--- src/rtl/mips_pkg.sv ---
// Shared fetch-path constants: instruction size, PC alignment and counter sizing.
// Latency: none (package only).
// Backpressure: not applicable.
package mips_pkg;

  localparam int unsigned INST_BYTES = 4;

  // Clears the byte-offset bits of a fetch address (slice to XLEN at use site).
  localparam logic [63:0] PC_ALIGN_MASK = ~64'(INST_BYTES - 1);

  // Width of an occupancy counter that must represent 0..depth inclusive.
  function automatic int unsigned cnt_width(input int unsigned depth);
    return $clog2(depth) + 1;
  endfunction

endpackage

--- src/rtl/fetch_fifo.sv ---
// Circular prefetch buffer of DEPTH entries x WIDTH bits with push, pop and flush.
// Latency: a pushed entry is readable at the head the cycle after the push.
// Backpressure: push while full and pop while empty are ignored; flush wins over both.
module fetch_fifo
  import mips_pkg::*;
#(
  parameter int unsigned WIDTH = 64,
  parameter int unsigned DEPTH = 4
) (
  input  logic                          clock,
  input  logic                          reset,
  input  logic                          flush,
  input  logic                          push,
  input  logic [WIDTH-1:0]              push_data,
  input  logic                          pop,
  output logic [WIDTH-1:0]              head_data,
  output logic [cnt_width(DEPTH)-1:0]   count
);

  localparam int unsigned CW = cnt_width(DEPTH);
  localparam int unsigned PW = $clog2(DEPTH);

  logic [WIDTH-1:0] mem [DEPTH];
  logic [PW-1:0]    head;
  logic [PW-1:0]    tail;
  logic             push_ok;
  logic             pop_ok;

  assign push_ok   = push && (count != CW'(DEPTH));
  assign pop_ok    = pop && (count != '0);
  assign head_data = mem[head];

  // Pointer and occupancy tracking; pointers wrap naturally since DEPTH is a power of 2.
  always_ff @(posedge clock or negedge reset) begin
    if (!reset) begin
      head  <= '0;
      tail  <= '0;
      count <= '0;
    end else if (flush) begin
      head  <= '0;
      tail  <= '0;
      count <= '0;
    end else begin
      if (push_ok) tail <= tail + 1'b1;
      if (pop_ok)  head <= head + 1'b1;
      if (push_ok && !pop_ok)      count <= count + 1'b1;
      else if (!push_ok && pop_ok) count <= count - 1'b1;
    end
  end

  // Entry storage; cleared on reset so the head reads as zero until the first push.
  always_ff @(posedge clock or negedge reset) begin
    if (!reset) begin
      for (int unsigned i = 0; i < DEPTH; i++) mem[i] <= '0;
    end else if (push_ok && !flush) begin
      mem[tail] <= push_data;
    end
  end

endmodule

--- src/rtl/fetch_unit.sv ---
// Instruction fetch front end: PC generator, in-order imem request/response, prefetch buffer.
// Latency: a response appears on inst_* one cycle after imem_rsp_valid.
// Backpressure: requests stall once buffered plus in-flight instructions reach DEPTH.
module fetch_unit
  import mips_pkg::*;
#(
  parameter int unsigned     XLEN     = 32,
  parameter int unsigned     DEPTH    = 4,
  parameter logic [XLEN-1:0] RESET_PC = '0
) (
  input  logic                          clock,
  input  logic                          reset,
  input  logic                          redirect_valid,
  input  logic [XLEN-1:0]               redirect_pc,
  output logic                          imem_req_valid,
  input  logic                          imem_req_ready,
  output logic [XLEN-1:0]               imem_req_addr,
  input  logic                          imem_rsp_valid,
  input  logic [XLEN-1:0]               imem_rsp_data,
  output logic                          inst_valid,
  input  logic                          inst_ready,
  output logic [XLEN-1:0]               inst_data,
  output logic [XLEN-1:0]               inst_pc,
  output logic [cnt_width(DEPTH)-1:0]   fifo_count
);

  localparam int unsigned     CW      = cnt_width(DEPTH);
  localparam logic [CW:0]     DEPTH_W = (CW + 1)'(DEPTH);
  localparam logic [XLEN-1:0] ALIGN   = PC_ALIGN_MASK[XLEN-1:0];
  localparam logic [XLEN-1:0] STEP    = XLEN'(INST_BYTES);

  logic [XLEN-1:0]   fetch_pc;
  logic [XLEN-1:0]   rsp_pc;
  logic [CW-1:0]     outstanding;
  logic [CW-1:0]     discard;
  logic [CW-1:0]     count;
  logic [CW:0]       inflight;
  logic              req_fire;
  logic              rsp_accept;
  logic              pop;
  logic [2*XLEN-1:0] head;

  // Reserving buffer space at request time means a response always has a slot.
  assign inflight       = {1'b0, count} + {1'b0, outstanding};
  assign imem_req_valid = reset && !redirect_valid && (inflight < DEPTH_W);
  assign imem_req_addr  = fetch_pc;
  assign req_fire       = imem_req_valid && imem_req_ready;
  assign rsp_accept     = imem_rsp_valid && !redirect_valid && (discard == '0);
  assign inst_valid     = (count != '0);
  assign pop            = inst_valid && inst_ready && !redirect_valid;
  assign fifo_count     = count;
  assign {inst_data, inst_pc} = head;

  // Request and response PCs; a redirect reloads both with the aligned target.
  always_ff @(posedge clock or negedge reset) begin
    if (!reset) begin
      fetch_pc <= RESET_PC;
      rsp_pc   <= RESET_PC;
    end else if (redirect_valid) begin
      fetch_pc <= redirect_pc & ALIGN;
      rsp_pc   <= redirect_pc & ALIGN;
    end else begin
      if (req_fire)   fetch_pc <= fetch_pc + STEP;
      if (rsp_accept) rsp_pc   <= rsp_pc + STEP;
    end
  end

  // In-flight and stale-response accounting. On redirect every request still in
  // flight is stale, which already includes any not yet drained from an earlier redirect.
  always_ff @(posedge clock or negedge reset) begin
    if (!reset) begin
      outstanding <= '0;
      discard     <= '0;
    end else begin
      outstanding <= outstanding + CW'(req_fire) - CW'(imem_rsp_valid);
      if (redirect_valid)                         discard <= outstanding - CW'(imem_rsp_valid);
      else if (imem_rsp_valid && discard != '0)   discard <= discard - 1'b1;
    end
  end

  fetch_fifo #(
    .WIDTH (2 * XLEN),
    .DEPTH (DEPTH)
  ) u_fifo (
    .clock     (clock),
    .reset     (reset),
    .flush     (redirect_valid),
    .push      (rsp_accept),
    .push_data ({imem_rsp_data, rsp_pc}),
    .pop       (pop),
    .head_data (head),
    .count     (count)
  );

endmodule
--- config.mk ---
export PLATFORM = sky130hd
export DESIGN_NAME = fetch_unit
export DESIGN_NICKNAME = d
export VERILOG_FILES = /design/src/rtl/mips_pkg.sv /design/src/rtl/fetch_fifo.sv /design/src/rtl/fetch_unit.sv
export SDC_FILE = /design/constraint.sdc
export NUM_CORES = 1
export LEC_CHECK = 0
export CORE_MARGIN = 5
export CORE_UTILIZATION = 37
export DETAILED_ROUTE_END_ITERATION = 12
export PLACE_DENSITY = 0.54
export SLEW_MARGIN = 5
export SYNTH_ARGS = -nofsm -noshare
export SYNTH_HDL_FRONTEND = slang
export SYNTH_SLANG_ARGS = --single-unit
--- constraint.sdc ---
create_clock -name clock -period 4.53 [get_ports clock]
set_input_delay 0.6795 -clock clock [delete_from_list [all_inputs] [get_ports clock]]
set_output_delay 0.6795 -clock clock [all_outputs]
set_load 0.02 [all_outputs]
==> flow_results.xml, run 1 <==
<?xml version="1.0" encoding="UTF-8"?>
<metrics>
  <group name="run_status">
    <metric name="run_status" unit="">complete, no violations</metric>
  </group>
  <group name="pwr">
    <metric name="worst_ir_drop_vdd" unit="mV">0.2167</metric>
    <metric name="power.leakage" unit="nW">8.113</metric>
    <metric name="power.density_cell_area" unit="nW/um^2">579.7</metric>
    <metric name="post-layout-total-power" unit="W">0.01081</metric>
  </group>
  <group name="clock_tree">
    <metric name="tritoncts.num_buffers" unit="">39</metric>
    <metric name="cts_buffer_depth" unit="">3</metric>
    <metric name="clock_sinks" unit="">321</metric>
    <metric name="clock_tree_from_tritoncts" unit="">yes</metric>
    <metric name="htree_levels" unit="">2</metric>
    <metric name="insertion_delay" unit="ps">540</metric>
    <metric name="post_cts_resize_count" unit="">0</metric>
    <metric name="ctsRootBufferMaster" unit="">clkbuf_16</metric>
    <metric name="cts.repair_timing.setup_buffer_count" unit="">0</metric>
    <metric name="path_clk_slew" unit="ps">60</metric>
    <metric name="cts_hold_buffers" unit="">0</metric>
  </group>
  <group name="worst_setup_path">
    <metric name="crit_path_end_kind" unit="">output port</metric>
    <metric name="cp_top_family" unit="">buffers and inverters</metric>
    <metric name="path_cells" unit="">buf_4 &gt; mux4_2 &gt; clkdlybuf4s50_1</metric>
    <metric name="worst-path-buf-inv" unit="">2</metric>
    <metric name="worst-endpoint-arrival" unit="ps">2920</metric>
    <metric name="crit_path_max_incr_delay" unit="ps">730</metric>
    <metric name="critical_path_class" unit="">reg -&gt; out</metric>
    <metric name="required" unit="ps">3850</metric>
    <metric name="critPathSlowestCell" unit="">dfrtp_4</metric>
    <metric name="worstSetupStartpointType" unit="">flop</metric>
    <metric name="worst-path-max-fanout" unit="">22</metric>
  </group>
  <group name="timing">
    <metric name="tns" unit="ps">0</metric>
    <metric name="tightestPinTransition" unit="ps">873.4</metric>
    <metric name="timing.fmax" unit="MHz">278.0</metric>
    <metric name="rsz0062_at_grt" unit="">no</metric>
    <metric name="post-route-min-period" unit="ps">3598</metric>
    <metric name="finalHoldViolCount" unit="">0</metric>
    <metric name="slew-limit-headroom" unit="">0.4177</metric>
    <metric name="final_report_max_slew_violation_count" unit="">0</metric>
    <metric name="clock_skew" unit="ps">10.50</metric>
    <metric name="final.hold.worst_slack" unit="ps">56.14</metric>
    <metric name="setup_viol" unit="">0</metric>
    <metric name="min_period_over_period" unit="">0.7942</metric>
  </group>
  <group name="yosys">
    <metric name="synth_enable_flop_cells" unit="">0</metric>
    <metric name="synth-async-reset-ratio" unit="">1.000</metric>
    <metric name="avgSynthCellArea" unit="um^2">14.52</metric>
    <metric name="synth-main-ff-cell" unit="">dfrtp_1</metric>
    <metric name="yosys-top-cells-area" unit="">dfrtp_1, mux2_2, mux4_2</metric>
    <metric name="synth-seq-cells" unit="">321</metric>
    <metric name="synth_most_common_cell" unit="">dfrtp_1</metric>
    <metric name="yosysWarningCount" unit="">0</metric>
    <metric name="synthDistinctLibCells" unit="">56</metric>
    <metric name="synth_top_area_cell" unit="">dfrtp_1</metric>
    <metric name="synth_cells" unit="">1061</metric>
    <metric name="synth-seq-area-share" unit="">0.5214</metric>
    <metric name="synth_common_cells" unit="">dfrtp_1, mux2_2, mux4_2, nand2_1, nand3_1</metric>
    <metric name="area_share_of_the_largest_cell_type_after_synthesis" unit="">0.5214</metric>
    <metric name="synth.cell_area" unit="um^2">15410</metric>
  </group>
  <group name="route">
    <metric name="drtAntennaViolNets" unit="">0</metric>
    <metric name="detailedRoute.firstPassIterationCount" unit="">6</metric>
    <metric name="wirelength" unit="um">35810</metric>
    <metric name="route.detailed.vias_per_inst" unit="">5.202</metric>
    <metric name="dr_total_vias" unit="">9238</metric>
    <metric name="drt_iter0_markers" unit="">342</metric>
    <metric name="drt_drc_violations_left" unit="">0</metric>
    <metric name="wire_per_inst" unit="um">20.16</metric>
  </group>
  <group name="global_route">
    <metric name="grt.overflow.total" unit="">0</metric>
    <metric name="grt_max_degree" unit="">144</metric>
    <metric name="groute.usage.overall" unit="">0.1566</metric>
    <metric name="grt_pass1_vias" unit="">10099</metric>
    <metric name="grt_first_pass_wirelength" unit="um">58510</metric>
    <metric name="antenna_found_initial" unit="">0</metric>
  </group>
  <group name="layout">
    <metric name="n_fill_cell" unit="">3699</metric>
    <metric name="post-route-cell-area" unit="um^2">18650</metric>
    <metric name="postLayoutCoreUtil" unit="">0.4546</metric>
    <metric name="layout-area-overhead-vs-synth" unit="%">21.04</metric>
    <metric name="final_net_count" unit="">1301</metric>
    <metric name="num_antenna_cells" unit="">0</metric>
    <metric name="multi_input_area" unit="um^2">6654</metric>
    <metric name="drive_gt1_frac" unit="">0.3416</metric>
    <metric name="ff_latch_area" unit="um^2">8040</metric>
  </group>
  <group name="placed_design">
    <metric name="count_of_port_buffers_added_during_placement" unit="">164</metric>
    <metric name="cell_area_reported_after_detailed_placement" unit="um^2">17280</metric>
    <metric name="gp_routability_congestion" unit="">0.7481</metric>
    <metric name="place.detailed.hpwl" unit="um">22820</metric>
  </group>
  <group name="floorplanning">
    <metric name="rows" unit="">74</metric>
    <metric name="die_w" unit="um">214.1</metric>
    <metric name="i_o_pin_count" unit="">171</metric>
    <metric name="initial_core_util" unit="">0.3756</metric>
    <metric name="design.die.area" unit="um^2">45820</metric>
    <metric name="chipHeight" unit="um">214.1</metric>
    <metric name="design.core.area" unit="um^2">41020</metric>
  </group>
  <group name="run">
    <metric name="max_cap_viol_count" unit="">0</metric>
  </group>
  <group name="worst_hold_path">
    <metric name="hold_path.class" unit="">in -&gt; async</metric>
  </group>
</metrics>
-- routing by layer --
metal / up-vias / global-route usage / wire (um)
li1: 4194 / - / -
met1: 4800 / 0.2212 / 17160
met2: 188 / 0.2473 / 16280
met3: 56 / 0.03177 / 1618
met4: 0 / 0.04488 / 752
met5: - / 0 / 0
-- worst paths after layout --
check | start | to | slack (ps) | cells past startpoint
min reg2reg | u_fifo.mem[70] | u_fifo.mem[70] | 480 | 1
max in group asynchronous | reset | u_fifo.mem[36] | 2610 | 3
max reg2reg | discard[0] | u_fifo.mem[112] | 1810 | 7
min in group clock | u_fifo.mem[70] | u_fifo.mem[70] | 480 | 1
min | reset | u_fifo.count[2] | 60 | 1
max | u_fifo.head[0] | inst_data[17] | 930 | 3
-- area by class of cell --
type | instances | share of cell area
timing repair buffer | 182 | 0.09957
clock inverter | 15 | 0.01121
sequential | 321 | 0.4312
inverter | 17 | 0.003422
clock buffer | 55 | 0.06213
tap | 532 | 0.03570
multi-input combinational | 654 | 0.3568
-- sequential cells by signal, indices dropped and copies added (netlist names) --
| signal | count |
|---|---|
| u_fifo.mem | 248 |
| imem_req_addr | 30 |
| u_fifo.tail | 2 |
| u_fifo.count | 3 |
| u_fifo.head | 2 |
| discard | 3 |
| rsp_pc | 30 |
| outstanding | 3 |
-- logic make-up (layout without fill, tap and decap cells) --
logic type,after synthesis,in the layout,synth area share
compound gates,55,55,0.02307
buf+inv,89,269,0.04784
simple gates,185,185,0.06903
fa+ha+maj,16,16,0.01397
mux,341,341,0.2943
other cells,1,4,0.0002434
xor+xnor,53,53,0.03013
flops,321,321,0.5214
-- through the flow --
stage               std cells  setup slack [ps]
CTS                      1776             827.4
detailed placement       1706              1094
global placement         1706              1105
finish                   1776             932.5
floorplan                1064              1749
global route             1776             746.1
-- cell usage in the layout (no fill, tap or decap), drive strengths merged, types with 3 or more instances in the layout --
| cell | instances |
|---|---|
| buf | 19 |
| or3 | 4 |
| dfrtp | 321 |
| conb | 4 |
| and3 | 11 |
| mux2 | 276 |
| nand4 | 23 |
| nand3 | 34 |
| nor4 | 7 |
| a21oi | 4 |
| ha | 14 |
| mux4 | 62 |
| inv | 17 |
| a31oi | 6 |
| and2 | 9 |
| mux2i | 3 |
| o21ai | 20 |
| clkdlybuf4s50 | 163 |
| nor2 | 19 |
| and4 | 4 |
| nor3 | 13 |
| nand2b | 6 |
| bufinv | 5 |
| xnor2 | 25 |
| xor2 | 28 |
| clkbuf | 55 |
| nand2 | 48 |
| a21boi | 11 |
| clkinv | 8 |
| o211ai | 3 |
| o311ai | 3 |
-- power by group --
part / total, W / switching (W) / internal (W) / leakage, nW
combinational: 0.00348 / 0.00153 / 0.00195 / 3.25
sequential: 0.00404 / 0.000498 / 0.00354 / 4.19
clock: 0.00330 / 0.00123 / 0.00207 / 0.672
total: 0.0108 / 0.00326 / 0.00755 / 8.11
No activity file was read; power rests on OpenSTA's default activity.
==> run 2: changes to the inputs <==
==> constraint.sdc (replaced) <==
create_clock -name clock -period 3.4 [get_ports clock]
set_input_delay 0.51 -clock clock [delete_from_list [all_inputs] [get_ports clock]]
set_output_delay 0.51 -clock clock [all_outputs]
set_load 0.02 [all_outputs]
==> flow_results.xml, run 2 (synthesis gave the netlist of run 1 again) <==
<?xml version="1.0" encoding="UTF-8"?>
<metrics>
  <group name="route">
    <metric name="dr_total_vias" unit="">9193</metric>
    <metric name="wire_per_inst" unit="um">19.96</metric>
    <metric name="drt_drc_violations_left" unit="">0</metric>
    <metric name="detailedRoute.firstPassIterationCount" unit="">4</metric>
    <metric name="wirelength" unit="um">35630</metric>
    <metric name="drt_iter0_markers" unit="">394</metric>
    <metric name="drtAntennaViolNets" unit="">0</metric>
    <metric name="route.detailed.vias_per_inst" unit="">5.150</metric>
  </group>
  <group name="pwr">
    <metric name="netSwitchingPower" unit="W">0.004319</metric>
    <metric name="power.leakage" unit="nW">8.124</metric>
    <metric name="power_report.internal_total" unit="W">0.009843</metric>
    <metric name="power.density_cell_area" unit="nW/um^2">757.3</metric>
    <metric name="power.sequential.fraction" unit="">0.375</metric>
    <metric name="clkPwrFrac" unit="">0.292</metric>
    <metric name="share_comb_of_total_power" unit="">0.333</metric>
    <metric name="power.share.switching" unit="">0.3050</metric>
    <metric name="worst_ir_drop_vdd" unit="mV">0.2981</metric>
  </group>
  <group name="timing">
    <metric name="rsz0062_at_grt" unit="">no</metric>
    <metric name="tns" unit="ps">0</metric>
    <metric name="timing.fmax" unit="MHz">316.4</metric>
    <metric name="min_period_over_period" unit="">0.9295</metric>
    <metric name="post-route-min-period" unit="ps">3160</metric>
    <metric name="setup_viol" unit="">0</metric>
    <metric name="final_report_max_slew_violation_count" unit="">0</metric>
    <metric name="slew-limit-headroom" unit="">0.3258</metric>
    <metric name="tightestPinTransition" unit="ps">1011</metric>
    <metric name="clock_skew" unit="ps">26.10</metric>
    <metric name="finalHoldViolCount" unit="">0</metric>
  </group>
  <group name="clock_tree">
    <metric name="insertion_delay" unit="ps">550</metric>
    <metric name="cts_buffer_depth" unit="">3</metric>
    <metric name="htree_levels" unit="">2</metric>
    <metric name="path_clk_slew" unit="ps">60</metric>
    <metric name="clock_sinks" unit="">321</metric>
    <metric name="ctsRootBufferMaster" unit="">clkbuf_16</metric>
    <metric name="tritoncts.num_buffers" unit="">39</metric>
    <metric name="clock_tree_from_tritoncts" unit="">yes</metric>
  </group>
  <group name="worst_setup_path">
    <metric name="setup.reg_to_reg.worst_slack" unit="ps">780</metric>
    <metric name="worst-endpoint-arrival" unit="ps">2650</metric>
    <metric name="crit_path_max_incr_delay" unit="ps">600</metric>
    <metric name="path_cells" unit="">buf_4 &gt; mux4_2 &gt; clkdlybuf4s50_1</metric>
    <metric name="crit_path_end" unit="">inst_pc[21]</metric>
    <metric name="critPathSlowestCell" unit="">mux4_2</metric>
    <metric name="reg2reg_from" unit="">u_fifo.count[2]</metric>
    <metric name="critical_path_class" unit="">reg -&gt; out</metric>
    <metric name="cp_top_family" unit="">buffers and inverters</metric>
    <metric name="critical_path_depth" unit="">3</metric>
    <metric name="crit_path_end_kind" unit="">output port</metric>
    <metric name="worstSetupStartpoint" unit="">u_fifo.head[0]</metric>
    <metric name="worst-path-max-fanout" unit="">19</metric>
    <metric name="timing.reg2reg.worst_path_depth" unit="">10</metric>
    <metric name="worst-path-buf-inv" unit="">2</metric>
    <metric name="required" unit="ps">2890</metric>
    <metric name="worstSetupStartpointType" unit="">flop</metric>
    <metric name="timing.rr.end" unit="">outstanding[2]</metric>
  </group>
  <group name="floorplanning">
    <metric name="initial_core_util" unit="">0.3756</metric>
    <metric name="rows" unit="">74</metric>
    <metric name="i_o_pin_count" unit="">171</metric>
    <metric name="design.core.area" unit="um^2">41020</metric>
    <metric name="chipHeight" unit="um">214.1</metric>
    <metric name="die_w" unit="um">214.1</metric>
    <metric name="design.die.area" unit="um^2">45820</metric>
  </group>
  <group name="global_route">
    <metric name="antenna_found_initial" unit="">0</metric>
    <metric name="grt_max_degree" unit="">167</metric>
    <metric name="grt_pass1_vias" unit="">10005</metric>
    <metric name="groute.usage.overall" unit="">0.1565</metric>
    <metric name="grt.overflow.total" unit="">0</metric>
    <metric name="grt_first_pass_wirelength" unit="um">58210</metric>
  </group>
  <group name="layout">
    <metric name="layout-area-overhead-vs-synth" unit="%">21.38</metric>
    <metric name="largest-register" unit="">u_fifo.mem</metric>
    <metric name="most-common-layout-cells" unit="">dfrtp_1, mux2_2, clkdlybuf4s50_1</metric>
    <metric name="mostFrequentLayoutCell" unit="">dfrtp_1</metric>
    <metric name="postLayoutCoreUtil" unit="">0.4559</metric>
    <metric name="final_net_count" unit="">1309</metric>
    <metric name="drive_gt1_frac" unit="">0.3408</metric>
    <metric name="n_fill_cell" unit="">3700</metric>
    <metric name="number_of_flip_flops_in_the_largest_register" unit="">248</metric>
    <metric name="num_antenna_cells" unit="">0</metric>
  </group>
  <group name="worst_hold_path">
    <metric name="hold_path.class" unit="">in -&gt; async</metric>
  </group>
  <group name="placed_design">
    <metric name="place.detailed.hpwl" unit="um">23230</metric>
    <metric name="count_of_port_buffers_added_during_placement" unit="">164</metric>
    <metric name="gp_routability_congestion" unit="">0.7489</metric>
  </group>
  <group name="run">
    <metric name="max_cap_viol_count" unit="">0</metric>
  </group>
  <group name="run_status">
    <metric name="run_status" unit="">complete, no violations</metric>
  </group>
</metrics>
==> run 2: cell types whose count changed in the layout (fill, tap and decap cells not counted) <==
cell	before	now
buf_12	6	11
buf_4	12	14
bufinv_16	5	2
clkbuf_1	6	12
clkbuf_16	41	40
clkbuf_8	8	9
clkinv_2	7	3
clkinv_8	0	1
dlygate4sd3_1	0	1
inv_6	0	1
==> run 2: stage by stage <==
stage	total power [W]	hold WS, ps	setup slack, ps	instances	instance area, um^2
2_1_floorplan	0.008230	214.4	619.5	1064	15420
3_3_place_gp	0.01013	399.6	422.7	1713	17400
3_5_place_dp	0.01019	398.2	411.5	1713	17400
4_1_cts	0.01445	389.3	129.8	1785	18700
5_1_grt	0.01495	431.1	77.36	1785	18700
6_report	0.01416	414.9	239.9	1785	18700
==> run 2: worst reg2reg max path: stages (launching register included) <==
cell and delay, ps:
dfrtp_1 460, ha_1 250, nor3b_2 170, and4_1 260, inv_2 180, ha_1 340, inv_1 40, ha_1 180
fa_1 370, xnor2_1 140, xnor2_1 120
==> run 2: metal layers <==
layer	routed length [um]	part of all wire	up-vias	GRT usage
met3	1529	0.043	35	0.03177
met5	0	0	-	0
met1	16690	0.47	4776	0.2207
met4	575	0.016	0	0.03973
li1	-	-	4204	-
met2	16830	0.47	178	0.2502
==> run 2: worst min-delay path by stage <==
stage | cells after the start | endpoint | slack (ps)
5_1_grt | 2 | u_fifo.count[0] | 430
2_1_floorplan | 0 | discard[0] | 210
6_report | 2 | u_fifo.count[0] | 410
3_5_place_dp | 1 | u_fifo.count[0] | 400
3_3_place_gp | 1 | u_fifo.count[1] | 400
4_1_cts | 2 | u_fifo.count[0] | 390
==> run 2: cell type report <==
| type | count | area, um^2 | area share |
|---|---|---|---|
| tap | 532 | 665.6 | 0.03560 |
| multi-input combinational | 654 | 6654 | 0.3558 |
| timing repair buffer | 190 | 1982 | 0.1060 |
| clock buffer | 61 | 1170 | 0.06256 |
| inverter | 17 | 63.81 | 0.003413 |
| sequential | 321 | 8040 | 0.4300 |
| clock inverter | 10 | 123.9 | 0.006624 |
==> run 2: power by group through the flow <==
stage                     Clock [W]  Combinational, W  Sequential (W)
after floorplan                   0           0.00303         0.00520
after global routing        0.00443           0.00507         0.00544
after CTS                   0.00430           0.00483         0.00533
final                       0.00413           0.00471         0.00532
after global placement            0           0.00477         0.00536
after detailed placement          0           0.00481         0.00538
==> run 2: what timing repair did <==
action                    CTS  global route
hold buffers                1             0
hold endpoints to repair   31             0
resized for setup           0             0
setup buffers               0             0
==> run 3: changes to the inputs <==
--- a/config.mk
+++ b/config.mk
@@ -8,7 +8,8 @@
 export CORE_MARGIN = 5
 export CORE_UTILIZATION = 37
 export DETAILED_ROUTE_END_ITERATION = 12
-export PLACE_DENSITY = 0.54
+export HOLD_SLACK_MARGIN = 0.03
+export PLACE_DENSITY = 0.56
 export SLEW_MARGIN = 5
 export SYNTH_ARGS = -nofsm -noshare
 export SYNTH_HDL_FRONTEND = slang
==> constraint.sdc (replaced) <==
create_clock -name clock -period 2.6 [get_ports clock]
set_input_delay 0.39 -clock clock [delete_from_list [all_inputs] [get_ports clock]]
set_output_delay 0.39 -clock clock [all_outputs]
set_load 0.02 [all_outputs]
==> flow_results.xml, run 3 (synthesis gave the netlist of run 1 again) <==
<?xml version="1.0" encoding="UTF-8"?>
<metrics>
  <group name="layout">
    <metric name="drive_gt1_frac" unit="">0.3710</metric>
    <metric name="post-route-cell-area" unit="um^2">18930</metric>
    <metric name="mostFrequentLayoutCell" unit="">dfrtp_1</metric>
    <metric name="fin_cells" unit="">1807</metric>
    <metric name="layout-area-overhead-vs-synth" unit="%">22.88</metric>
    <metric name="largest-register" unit="">u_fifo.mem</metric>
    <metric name="postLayoutCoreUtil" unit="">0.4615</metric>
    <metric name="final_net_count" unit="">1333</metric>
    <metric name="most-common-layout-cells" unit="">dfrtp_1, mux2_2, clkdlybuf4s50_1</metric>
    <metric name="number_of_flip_flops_in_the_largest_register" unit="">248</metric>
    <metric name="num_antenna_cells" unit="">0</metric>
  </group>
  <group name="timing">
    <metric name="rsz0062_at_grt" unit="">yes</metric>
    <metric name="slew-limit-headroom" unit="">0.3315</metric>
    <metric name="tightestPinTransition" unit="ps">1003</metric>
    <metric name="final.hold.worst_slack" unit="ps">453.1</metric>
    <metric name="final_report_max_slew_violation_count" unit="">0</metric>
    <metric name="post-route-min-period" unit="ps">2530</metric>
    <metric name="timing.fmax" unit="MHz">395.2</metric>
    <metric name="min_period_over_period" unit="">0.9732</metric>
    <metric name="setup_viol" unit="">0</metric>
    <metric name="clock_skew" unit="ps">13.09</metric>
    <metric name="finalHoldViolCount" unit="">0</metric>
  </group>
  <group name="floorplanning">
    <metric name="die_w" unit="um">214.1</metric>
    <metric name="initial_core_util" unit="">0.3756</metric>
    <metric name="design.die.area" unit="um^2">45820</metric>
    <metric name="i_o_pin_count" unit="">171</metric>
    <metric name="chipHeight" unit="um">214.1</metric>
    <metric name="rows" unit="">74</metric>
    <metric name="design.core.area" unit="um^2">41020</metric>
  </group>
  <group name="worst_setup_path">
    <metric name="crit_path_end_kind" unit="">output port</metric>
    <metric name="required" unit="ps">2210</metric>
    <metric name="worstSetupStartpoint" unit="">u_fifo.head[0]</metric>
    <metric name="worstSetupStartpointType" unit="">flop</metric>
    <metric name="reg2reg_from" unit="">u_fifo.count[2]</metric>
    <metric name="worst-endpoint-arrival" unit="ps">2140</metric>
    <metric name="worst-path-max-fanout" unit="">20</metric>
    <metric name="critical_path_class" unit="">reg -&gt; out</metric>
  </group>
  <group name="pwr">
    <metric name="power.density_cell_area" unit="nW/um^2">965.0</metric>
    <metric name="power.leakage" unit="nW">8.360</metric>
    <metric name="power.share.switching" unit="">0.3100</metric>
    <metric name="power_report.internal_total" unit="W">0.01261</metric>
    <metric name="clkPwrFrac" unit="">0.297</metric>
    <metric name="power.sequential.fraction" unit="">0.381</metric>
    <metric name="netSwitchingPower" unit="W">0.005663</metric>
    <metric name="share_comb_of_total_power" unit="">0.323</metric>
    <metric name="worst_ir_drop_vdd" unit="mV">0.3908</metric>
  </group>
  <group name="worst_hold_path">
    <metric name="hold_path.class" unit="">in -&gt; reg</metric>
    <metric name="hold_path.startpoint" unit="">redirect_pc[28]</metric>
  </group>
  <group name="run_status">
    <metric name="run_status" unit="">complete, no violations</metric>
  </group>
  <group name="placed_design">
    <metric name="placedCellCount" unit="">1731</metric>
    <metric name="count_of_port_buffers_added_during_placement" unit="">164</metric>
    <metric name="gp_routability_congestion" unit="">0.7671</metric>
    <metric name="cell_area_reported_after_detailed_placement" unit="um^2">17650</metric>
    <metric name="place.detailed.hpwl" unit="um">23750</metric>
  </group>
  <group name="route">
    <metric name="wire_per_inst" unit="um">19.97</metric>
    <metric name="drt_iter0_markers" unit="">381</metric>
    <metric name="drt_drc_violations_left" unit="">0</metric>
    <metric name="wirelength" unit="um">36080</metric>
    <metric name="dr_total_vias" unit="">9355</metric>
    <metric name="detailedRoute.firstPassIterationCount" unit="">6</metric>
    <metric name="drtAntennaViolNets" unit="">0</metric>
    <metric name="route.detailed.vias_per_inst" unit="">5.177</metric>
  </group>
  <group name="global_route">
    <metric name="grt.overflow.total" unit="">0</metric>
    <metric name="grt_first_pass_wirelength" unit="um">59470</metric>
    <metric name="grt_max_degree" unit="">126</metric>
    <metric name="groute.usage.overall" unit="">0.1601</metric>
    <metric name="grt_pass1_vias" unit="">10275</metric>
    <metric name="antenna_found_initial" unit="">0</metric>
  </group>
  <group name="clock_tree">
    <metric name="clock_tree_from_tritoncts" unit="">yes</metric>
    <metric name="htree_levels" unit="">2</metric>
    <metric name="path_clk_slew" unit="ps">60</metric>
    <metric name="tritoncts.num_buffers" unit="">39</metric>
    <metric name="insertion_delay" unit="ps">540</metric>
    <metric name="cts_buffer_depth" unit="">3</metric>
    <metric name="ctsRootBufferMaster" unit="">clkbuf_16</metric>
    <metric name="clock_sinks" unit="">321</metric>
  </group>
  <group name="run">
    <metric name="max_cap_viol_count" unit="">0</metric>
  </group>
</metrics>
[run 3: power groups by stage]
stage	combinational [W]	sequential [W]	clock, W
2_1_floorplan	0.00398	0.00681	0
3_3_place_gp	0.00637	0.00700	0
3_5_place_dp	0.00643	0.00704	0
4_1_cts	0.00604	0.00697	0.00560
5_1_grt	0.00640	0.00713	0.00581
6_report	0.00590	0.00695	0.00542
[run 3: path summary, 6_finish.rpt]
path / end / slack [ps] / cells past startpoint
setup / recovery: inst_pc[26] / 70 / 3
min in group asynchronous: u_fifo.count[2] / 480 / 3
hold / removal: imem_req_addr[28] / 450 / 3
max in group asynchronous: rsp_pc[19] / 590 / 4
hold reg to reg: u_fifo.mem[70] / 480 / 1
setup reg to reg: outstanding[2] / 270 / 10
[run 3: repair_timing]
item	4_1_cts	5_1_grt
resized for setup	89	34
endpoints found under the setup margin	63	44
setup buffers	6	0
endpoints found under the hold margin	123	0
hold buffers	1	0
[run 3: final cells by class]
class	count	area [um^2]
inverters	17	63.81
clock inverters	5	52.55
clock buffers	64	1242
flip-flops and latches	321	8043
multi-input cells	654	6681
repair buffers	214	2182
well taps	532	665.6
fillers	3689	22090
[run 3: critical path, cell delays in order (launching register included)]
cell and delay (ps):
dfrtp_4 480, buf_12 220, mux4_2 570, clkdlybuf4s15_1 310
[run 3: through the flow]
stage | total power [W] | setup WS, ps | setup TNS [ps]
finish | 0.01827 | 69.67 | 0
global route | 0.01934 | -36.10 | -300.6
CTS | 0.01861 | -11.47 | -11.47
detailed placement | 0.01347 | -2.230 | -2.230
global placement | 0.01337 | 2.870 | 0
floorplan | 0.01079 | -5.588 | -5.588
[run 3: routing by layer]
| metal | part of all wire | vias up | global-route usage |
|---|---|---|---|
| li1 | - | 4262 | - |
| met1 | 0.47 | 4864 | 0.2203 |
| met2 | 0.47 | 179 | 0.2587 |
| met3 | 0.050 | 50 | 0.03741 |
| met4 | 0.018 | 0 | 0.03994 |
| met5 | 0 | - | 0 |
